==> src/rtl/color_detector.sv <==
// Colour detector: steps a TCS3200-style sensor through its four filters,
// counts output pulses per filter and classifies the result.
module color_detector #(
    parameter int SETTLE_CYCLES = 100,
    parameter int GATE_CYCLES   = 10000,
    parameter int CNT_W         = 16,
    parameter int MIN_CLEAR     = 50
) (
    input  logic       clk,
    input  logic       reset,
    input  logic       startDetection,
    input  logic [3:0] sensorSelect,
    input  logic       sensorOut,
    output logic [1:0] filterSelect,
    output logic       busy,
    output logic       detectionComplete,
    output logic [2:0] colorCode,
    output logic [3:0] resultSensor
);

    localparam int TMAX = (SETTLE_CYCLES > GATE_CYCLES) ? SETTLE_CYCLES : GATE_CYCLES;
    localparam int TW   = (TMAX > 1) ? $clog2(TMAX) : 1;
    localparam logic [TW-1:0]  L_SET_END  = TW'(SETTLE_CYCLES - 1);
    localparam logic [TW-1:0]  L_GATE_END = TW'(GATE_CYCLES - 1);
    localparam logic [CNT_W:0] L_MIN_CLR  = (CNT_W + 1)'(MIN_CLEAR);

    typedef enum logic [2:0] {
        S_IDLE, S_SETTLE, S_GATE, S_NEXT, S_CLASSIFY, S_DONE
    } state_t;

    state_t            r_state;
    state_t            w_next;
    logic [1:0]        r_sync;
    logic              r_prev;
    logic              w_edge;
    logic [TW-1:0]     r_timer;
    logic [1:0]        r_ch;
    logic [CNT_W-1:0]  r_cnt [4];
    logic [2:0]        r_color;
    logic [3:0]        r_sensor;
    logic              w_start;
    logic [CNT_W:0]    w_r;
    logic [CNT_W:0]    w_g;
    logic [CNT_W:0]    w_b;
    logic [CNT_W:0]    w_c;
    logic [CNT_W:0]    w_b2;
    logic [CNT_W:0]    w_g2;
    logic [2:0]        w_code;

    assign w_start = (r_state == S_IDLE) && startDetection;
    assign w_edge  = r_sync[1] & ~r_prev;

    always_ff @(posedge clk) begin
        if (reset) r_state <= S_IDLE;
        else       r_state <= w_next;
    end

    always_comb begin
        w_next = r_state;
        unique case (r_state)
            S_IDLE:     if (startDetection) w_next = S_SETTLE;
            S_SETTLE:   if (r_timer == L_SET_END) w_next = S_GATE;
            S_GATE:     if (r_timer == L_GATE_END) w_next = S_NEXT;
            S_NEXT:     w_next = (r_ch == 2'd3) ? S_CLASSIFY : S_SETTLE;
            S_CLASSIFY: w_next = S_DONE;
            S_DONE:     w_next = S_IDLE;
            default:    w_next = S_IDLE;
        endcase
    end

    always_comb begin
        busy              = (r_state != S_IDLE) && (r_state != S_DONE);
        detectionComplete = (r_state == S_DONE);
        colorCode         = r_color;
        resultSensor      = r_sensor;
        unique case (r_ch)
            2'd0: filterSelect = 2'b00;
            2'd1: filterSelect = 2'b11;
            2'd2: filterSelect = 2'b01;
            2'd3: filterSelect = 2'b10;
        endcase
    end

    // Two-flop synchroniser plus previous sample for rising-edge detect
    always_ff @(posedge clk) begin
        if (reset) begin
            r_sync <= '0;
            r_prev <= 1'b0;
        end else begin
            r_sync <= {r_sync[0], sensorOut};
            r_prev <= r_sync[1];
        end
    end

    always_ff @(posedge clk) begin
        if (reset) begin
            r_timer <= '0;
        end else if ((r_state == S_SETTLE && r_timer != L_SET_END) ||
                     (r_state == S_GATE && r_timer != L_GATE_END)) begin
            r_timer <= r_timer + TW'(1);
        end else begin
            r_timer <= '0;
        end
    end

    always_ff @(posedge clk) begin
        if (reset) begin
            r_ch     <= 2'd0;
            r_sensor <= 4'd0;
            for (int i = 0; i < 4; i++) r_cnt[i] <= '0;
        end else if (w_start) begin
            r_ch     <= 2'd0;
            r_sensor <= sensorSelect;
            for (int i = 0; i < 4; i++) r_cnt[i] <= '0;
        end else begin
            if (r_state == S_NEXT && r_ch != 2'd3) r_ch <= r_ch + 2'd1;
            // Saturate rather than wrap so a bright channel stays bright
            if (r_state == S_GATE && w_edge && r_cnt[r_ch] != '1)
                r_cnt[r_ch] <= r_cnt[r_ch] + CNT_W'(1);
        end
    end

    assign w_r  = {1'b0, r_cnt[0]};
    assign w_g  = {1'b0, r_cnt[1]};
    assign w_b  = {1'b0, r_cnt[2]};
    assign w_c  = {1'b0, r_cnt[3]};
    assign w_b2 = {r_cnt[2], 1'b0};
    assign w_g2 = {r_cnt[1], 1'b0};

    always_comb begin
        w_code = 3'd3;
        if (w_c < L_MIN_CLR)                             w_code = 3'd0;
        else if (w_r > w_b2 && w_g > w_b2 && w_g2 > w_r) w_code = 3'd4;
        else if (w_r >= w_g && w_r >= w_b)               w_code = 3'd1;
        else if (w_g >= w_b)                             w_code = 3'd2;
    end

    always_ff @(posedge clk) begin
        if (reset)                      r_color <= 3'd0;
        else if (r_state == S_CLASSIFY) r_color <= w_code;
    end

endmodule

==> config.mk <==
export PLATFORM = sky130hd
export DESIGN_NAME = color_detector
export DESIGN_NICKNAME = d
export VERILOG_FILES = /design/src/rtl/color_detector.sv
export SDC_FILE = /design/constraint.sdc
export NUM_CORES = 1
export LEC_CHECK = 0
export ABC_AREA = 1
export BUFFER_PORTS_ARGS = -buffer_cell sky130_fd_sc_hd__clkbuf_2
export CORE_MARGIN = 2
export CORE_UTILIZATION = 43
export DETAILED_ROUTE_END_ITERATION = 12
export PLACE_DENSITY_LB_ADDON = 0.1
export SLEW_MARGIN = 20
export SYNTH_ARGS = -nofsm -noshare
export SYNTH_HDL_FRONTEND = slang
export SYNTH_SLANG_ARGS = --single-unit
==> constraint.sdc <==
create_clock -name clk -period 8.4 [get_ports clk]
set_input_delay 1.68 -clock clk [delete_from_list [all_inputs] [get_ports clk]]
set_output_delay 1.68 -clock clk [all_outputs]
set_load 0.01 [all_outputs]
==> metrics.txt, run 1 <==
drt total wl between 15000 and 20000 um; H-tree depth 3; initial antenna violation count 0; most instantiated library cell after synthesis nand2_1; P_leak 3.381 nW; Die X approximately 130 um; gr busiest metal met2; Core ar. approximately 0.016 mm^2; top-area cell type share of the netlist area 0.2749; Ys Warns 0; Num Clock Sinks 95; routed len/inst between 10 and 15 um; cell area after synthesis 0.006990 mm^2; Hold Path Class register to register; Cell variety after synth 41; Largest stage delay, worst path between 600 and 700 ps; I/O Buffers 18; peak supply drop roughly 0.12 mV; pwr/cell area roughly 230 mW/mm^2; final hold violation count 0; ys async rst share 0; Register Area approximately 0.0025 mm^2; grt met1 use 0.2985; worst-skew pair later-pin latency roughly 350 ps; met3 usage 0.02778; fin nets about 1000; Ports 19; top achievable clock speed 292.9 MHz; first-pass GRT wire length about 27000 um; Synth area leader edfxtp_1; HPWL after detailed placement 13220 um; # setup viols final 0; ant diodes 0; # DRC 0; top cell types by occurrence after synthesis nand2_1, nor2_1, inv_1; Iteration-0 DRC Markers roughly 240; routability cong. 0.8615; Hold Buf Count CTS 0; # Post-CTS Setup Buffers 0; Final Skew approximately 11 ps; fin crit period ~3400 ps; unrepaired setup endpoints after global routing false; Critical Path RT between 8000 and 9000 ps; post-synthesis sequential area ratio 0.3637; Final Util 0.4740; setup slack after placement about 4600 ps; max cap viols 0; die area ~0.017 mm^2; final worst slack ~5000 ps; total number of vias around 5600; Num CTS Buffers 9; starting density of the core 0.4401; Yosys reg bits 95; multi-input logic area about 0.0039 mm^2; largest net degree at the start of global routing 48; Reg clk slew, reported paths 60 ps; grt ovf 0; Post-Synthesis Cells just under 900; Arrival @ worst endpoint 3390 ps; Tcrit/Tclk final 0.4064; CP Launch Type input pin; vias in the first global route 5378; Syn Nets 988; share of layout cells above drive strength 1 0.07087; TNS Setup 0 ps; critical path capture point type register; Via density around 5.0; Slew Viols, Final 0; CP max FO 17; CTS tree done; Post-synth EDFFs 64; worst slew pin tran 681.7 ps; syn avg cell area 7.935 um^2; outcome finished clean; final std cell area, no fill 0.007530 mm^2; crit-path cells clkbuf_2 -> nor4_4 -> nand3_4 -> nand2_1; Post-DP Area approximately 0.0072 mm^2; ys flop type edfxtp_1; synth top area cells edfxtp_1, ha_1, nand2_1, dfxtp_1, nor2_1; M2 GR Usage 0.3054; Max-slew headroom 0.5445; clock buffer depth 2; Setup CP Type input pin to register; chip height roughly 130 um; fillers between 1500 and 2000; slowest stage cell, crit path nor4_4; overall routing resource usage 0.1994; Initial DRT Pass Iterations 5; CTS Root Cell clkbuf_16; Antenna Nets Post-Route 0; Rows 46; Synth-to-Final Area Change 7.714%; Resize count post-CTS 0
## metrics by stage
step | cells | total power [W] | hold slack (ps)
finish | 1119 | 0.001734 | 411.8
global placement | 1103 | 0.001348 | 406.4
CTS | 1119 | 0.001747 | 411.3
global route | 1119 | 0.001890 | 450.1
floorplan | 881 | 0.001151 | 388.3
detailed placement | 1103 | 0.001351 | 401.3
## area by class of cell
class | count | area share
clock buffers | 9 | 0.02991
clock inverters | 7 | 0.008308
inverters | 124 | 0.06181
multi-input cells | 648 | 0.5125
flip-flops and latches | 95 | 0.3377
well taps | 216 | 0.03589
repair buffers | 20 | 0.01396
## logic make-up (layout without fill, tap and decap cells)
| kind of cell | count (synthesis) | after routing | synth area share |
|---|---|---|---|
| XOR/XNOR | 19 | 19 | 0.02488 |
| AO/OA/AOI/OAI | 118 | 118 | 0.09021 |
| AND/OR/NAND/NOR | 412 | 412 | 0.2597 |
| flip-flops | 95 | 95 | 0.3637 |
| buffers and inverters | 138 | 160 | 0.08430 |
| adder cells (fa/ha/maj) | 99 | 99 | 0.1772 |
## worst max-delay path, delay by kind of cell
kind	cells	cell delay, ps
and+or+nand+nor	3	1480
buffers and inverters	1	220
## final timing paths
kind	startpoint	endpoint	slack [ps]	cells past startpoint
max	reset	r_cnt[1][9]	4990	4
min	r_sync[0]	r_sync[1]	410	2
max reg2reg	register	r_cnt[0][7]	5030	11
min reg2reg	r_sync[0]	r_sync[1]	410	2
## per-layer routing
layer  wire length, um  part of all wire  vias up
met5                 0                 0        -
met4               165             0.010        0
met3               598             0.036       12
met2              7009              0.42      108
met1              8733              0.53     2498
li1                  -                 -     2946
## sequential cells by signal, indices dropped and copies added (netlist names), named ones only
register / count
r_prev: 1
r_sync: 2
r_state: 3
r_timer: 14
colorCode: 3
r_cnt: 64
r_ch: 2
resultSensor: 4
## placed cells by master, fill, tap and decap left out, types with 6 or more instances in the layout
| cell type | count |
|---|---|
| a21oi_1 | 71 |
| or2_2 | 6 |
| nand2_1 | 178 |
| o21ai_0 | 14 |
| dfxtp_1 | 31 |
| nand3_1 | 39 |
| ha_1 | 99 |
| xor2_1 | 14 |
| nor2_1 | 143 |
| clkbuf_2 | 18 |
| nor3_1 | 9 |
| inv_1 | 118 |
| o21ai_1 | 18 |
| clkbuf_16 | 9 |
| edfxtp_1 | 64 |
| nand4_1 | 12 |
## power by group
| group | switching [W] | total (W) | internal, W | leakage, nW |
|---|---|---|---|---|
| registers | 0.0000732 | 0.000655 | 0.000581 | 0.946 |
| logic | 0.000447 | 0.000685 | 0.000238 | 2.29 |
| clock network | 0.000167 | 0.000395 | 0.000228 | 0.140 |
| total | 0.000687 | 0.00173 | 0.00105 | 3.38 |
No activity file was read; power rests on OpenSTA's default activity.
==> inputs of run 2 (changes only) <==
clock period = 3.1 ns   (was 8.4 ns; I/O delays follow)
==> run 2 against run 1 <==
  * Via count increased by 0.86%
  * Register-to-register slack lost 4600 ps
  * Routed wire length up 3.1%
  * Non-clock buffer count up 10
==> metrics.txt, run 2 (synthesized netlist as in run 1, its figures left out) <==
outcome finished clean; routed len/inst 15.07 um (+2.2%); Initial DRT Pass Iterations 5 (unchanged); HPWL after detailed placement 13900 um (+5.1%); slowest stage cell, crit path dfxtp_1; crit-path cells inv_2 -> buf_4 -> o21ai_0 -> o21ai_1 -> ha_1 -> inv_1 -> nor3_4 -> nand4_4 -> nand3_4 -> nand2_1 -> buf_4; die area 0.01729 mm^2 (unchanged); Antenna Nets Post-Route 0 (unchanged); vias in the first global route 5462 (+1.6%); Largest register FFs 64 (unchanged); Pint 0.002983 W (+180%); final hold violation count 0 (unchanged); routability cong. 0.8338 (-3.2%); family with the most delay on the worst path simple AND/OR/NAND/NOR gates; Critical Path RT 3180 ps (-5190 ps); fillers 1623 (+1.0%); Hold Path Class register to register; CTS Root Cell clkbuf_16; Rows 46 (unchanged); first-pass GRT wire length 28290 um (+4.2%); Final Skew 8.224 ps (-2.842 ps); fin nets 1015 (+1.0%); total number of vias 5612 (+0.86%); Via density 4.971 (about the same); peak supply drop 0.3068 mV (+160%); Largest stage delay, worst path 410 ps (-200 ps); worst-skew pair later-pin latency 340 ps (about the same); I/O Buffers 18 (unchanged); Worst path most repeated cell buf_4; Tot Pwr 0.004859 W (+180%); Synth-to-Final Area Change 9.719%; max cap viols 0 (unchanged); critical path capture point type register; Psw 0.001875 W (+170%); Num CTS Buffers 9 (unchanged); clock network power share 0.248 (+0.020); Die X 131.5 um (unchanged); chip height 131.5 um (unchanged); Comb power frac 0.387 (-0.008); largest register by flop count r_cnt; most frequent cells in the layout nand2_1, nor2_1, inv_1; CP Launch Type register; fin crit period between 2000 and 3000 ps; switching part of the total 0.3860 (-0.01030); ant diodes 0 (unchanged); P_leak 3.459 nW (+2.3%); H-tree depth 3 (unchanged); worst slew pin tran 563.8 ps (-117.8 ps); Ports 19 (unchanged); register share of total power 0.365 (-0.012); drt total wl 17010 um (+3.1%); initial antenna violation count 0 (unchanged); clock buffer depth 2 (unchanged); CTS tree done; Iteration-0 DRC Markers 389 (+61%); Slew Viols, Final 0 (unchanged); # DRC 0 (unchanged); unrepaired setup endpoints after global routing false; Resize count post-CTS 0 (unchanged); pwr/cell area 633.5 mW/mm^2 (+180%); overall routing resource usage 0.2062 (+0.006803); TNS Setup 0 ps (unchanged); share of layout cells above drive strength 1 0.08434 (+0.01346); starting density of the core 0.4401 (unchanged); top achievable clock speed roughly 380 MHz; Tcrit/Tclk final 0.8501; Num Clock Sinks 95 (unchanged); grt ovf 0 (unchanged); commonest non-fill, non-tap cell in the layout nand2_1; CP max FO 17 (unchanged); Core ar. 0.01589 mm^2 (unchanged); Max-slew headroom 0.6214 (+0.07694); Hold Buf Count CTS 0 (unchanged); # Post-CTS Setup Buffers 0 (unchanged); largest net degree at the start of global routing 47 (-2.1%); crit path buf inv count 4 (+3); Setup CP Type register to register; Reg clk slew, reported paths 70 ps (about the same); # setup viols final 0 (unchanged); Arrival @ worst endpoint 2720 ps (-670 ps)
-- run 2: cell types whose count changed in the layout (fill, tap and decap cells not counted), sizes merged --
cell and change:
clkbuf +5, buf +10, bufinv -1, clkinv -4
-- run 2: metrics by stage --
stage	hold WS (ps)	std cells	cell area (um^2)	util	worst slack [ps]
2_1_floorplan	388.3	881	6990	-	477.4
3_3_place_gp	390.9	1113	7330	0.4614	525.7
3_5_place_dp	395.7	1113	7330	0.4614	505.1
4_1_cts	405.7	1129	7670	0.4828	471.9
5_1_grt	423.5	1129	7670	0.4828	285.5
6_report	403.3	1129	7670	0.4828	464.7
-- run 2: routing by layer --
metal	GRT usage	up-vias	routed length, um
met2	0.3109	114	7010
met1	0.3088	2527	9008
met4	0.05374	0	274
met3	0.02894	15	719
met5	0	-	0
li1	-	2956	-
-- run 2: worst reg2reg max path: cells and delay by family, from the launching register on --
family | cells | cell delay [ps]
DFF | 1 | 410
and+or+nand+nor | 4 | 850
buffers and inverters | 4 | 560
AOI/OAI and AO/OA | 2 | 290
adders and majority gates | 1 | 260
-- run 2: path summary, 6_finish.rpt --
check | startpoint | end | slack, ps | depth (start not counted)
setup / recovery | register | r_cnt[2][14] | 460 | 11
hold / removal | r_sync[0] | r_sync[1] | 400 | 2
setup reg to reg | register | r_cnt[2][14] | 460 | 11
hold reg to reg | r_sync[0] | r_sync[1] | 400 | 2
-- run 2: area by class of cell --
class | count | area, um^2 | share of cell area
Clock buffer | 14 | 329.1 | 0.04290
Clock inverter | 2 | 11.26 | 0.001468
Inverter | 124 | 465.4 | 0.06069
Multi-Input combinational cell | 648 | 3859 | 0.5031
Sequential cell | 95 | 2542 | 0.3315
Tap cell | 216 | 270.3 | 0.03524
Timing Repair Buffer | 30 | 192.7 | 0.02512
-- run 2: power by group through the flow --
stage               combinational (W)  sequential [W]  clock (W)
detailed placement            0.00188         0.00180          0
floorplan                     0.00140         0.00171          0
global placement              0.00187         0.00181          0
finish                        0.00188         0.00177    0.00121
CTS                           0.00190         0.00177    0.00122
global route                  0.00220         0.00180    0.00128
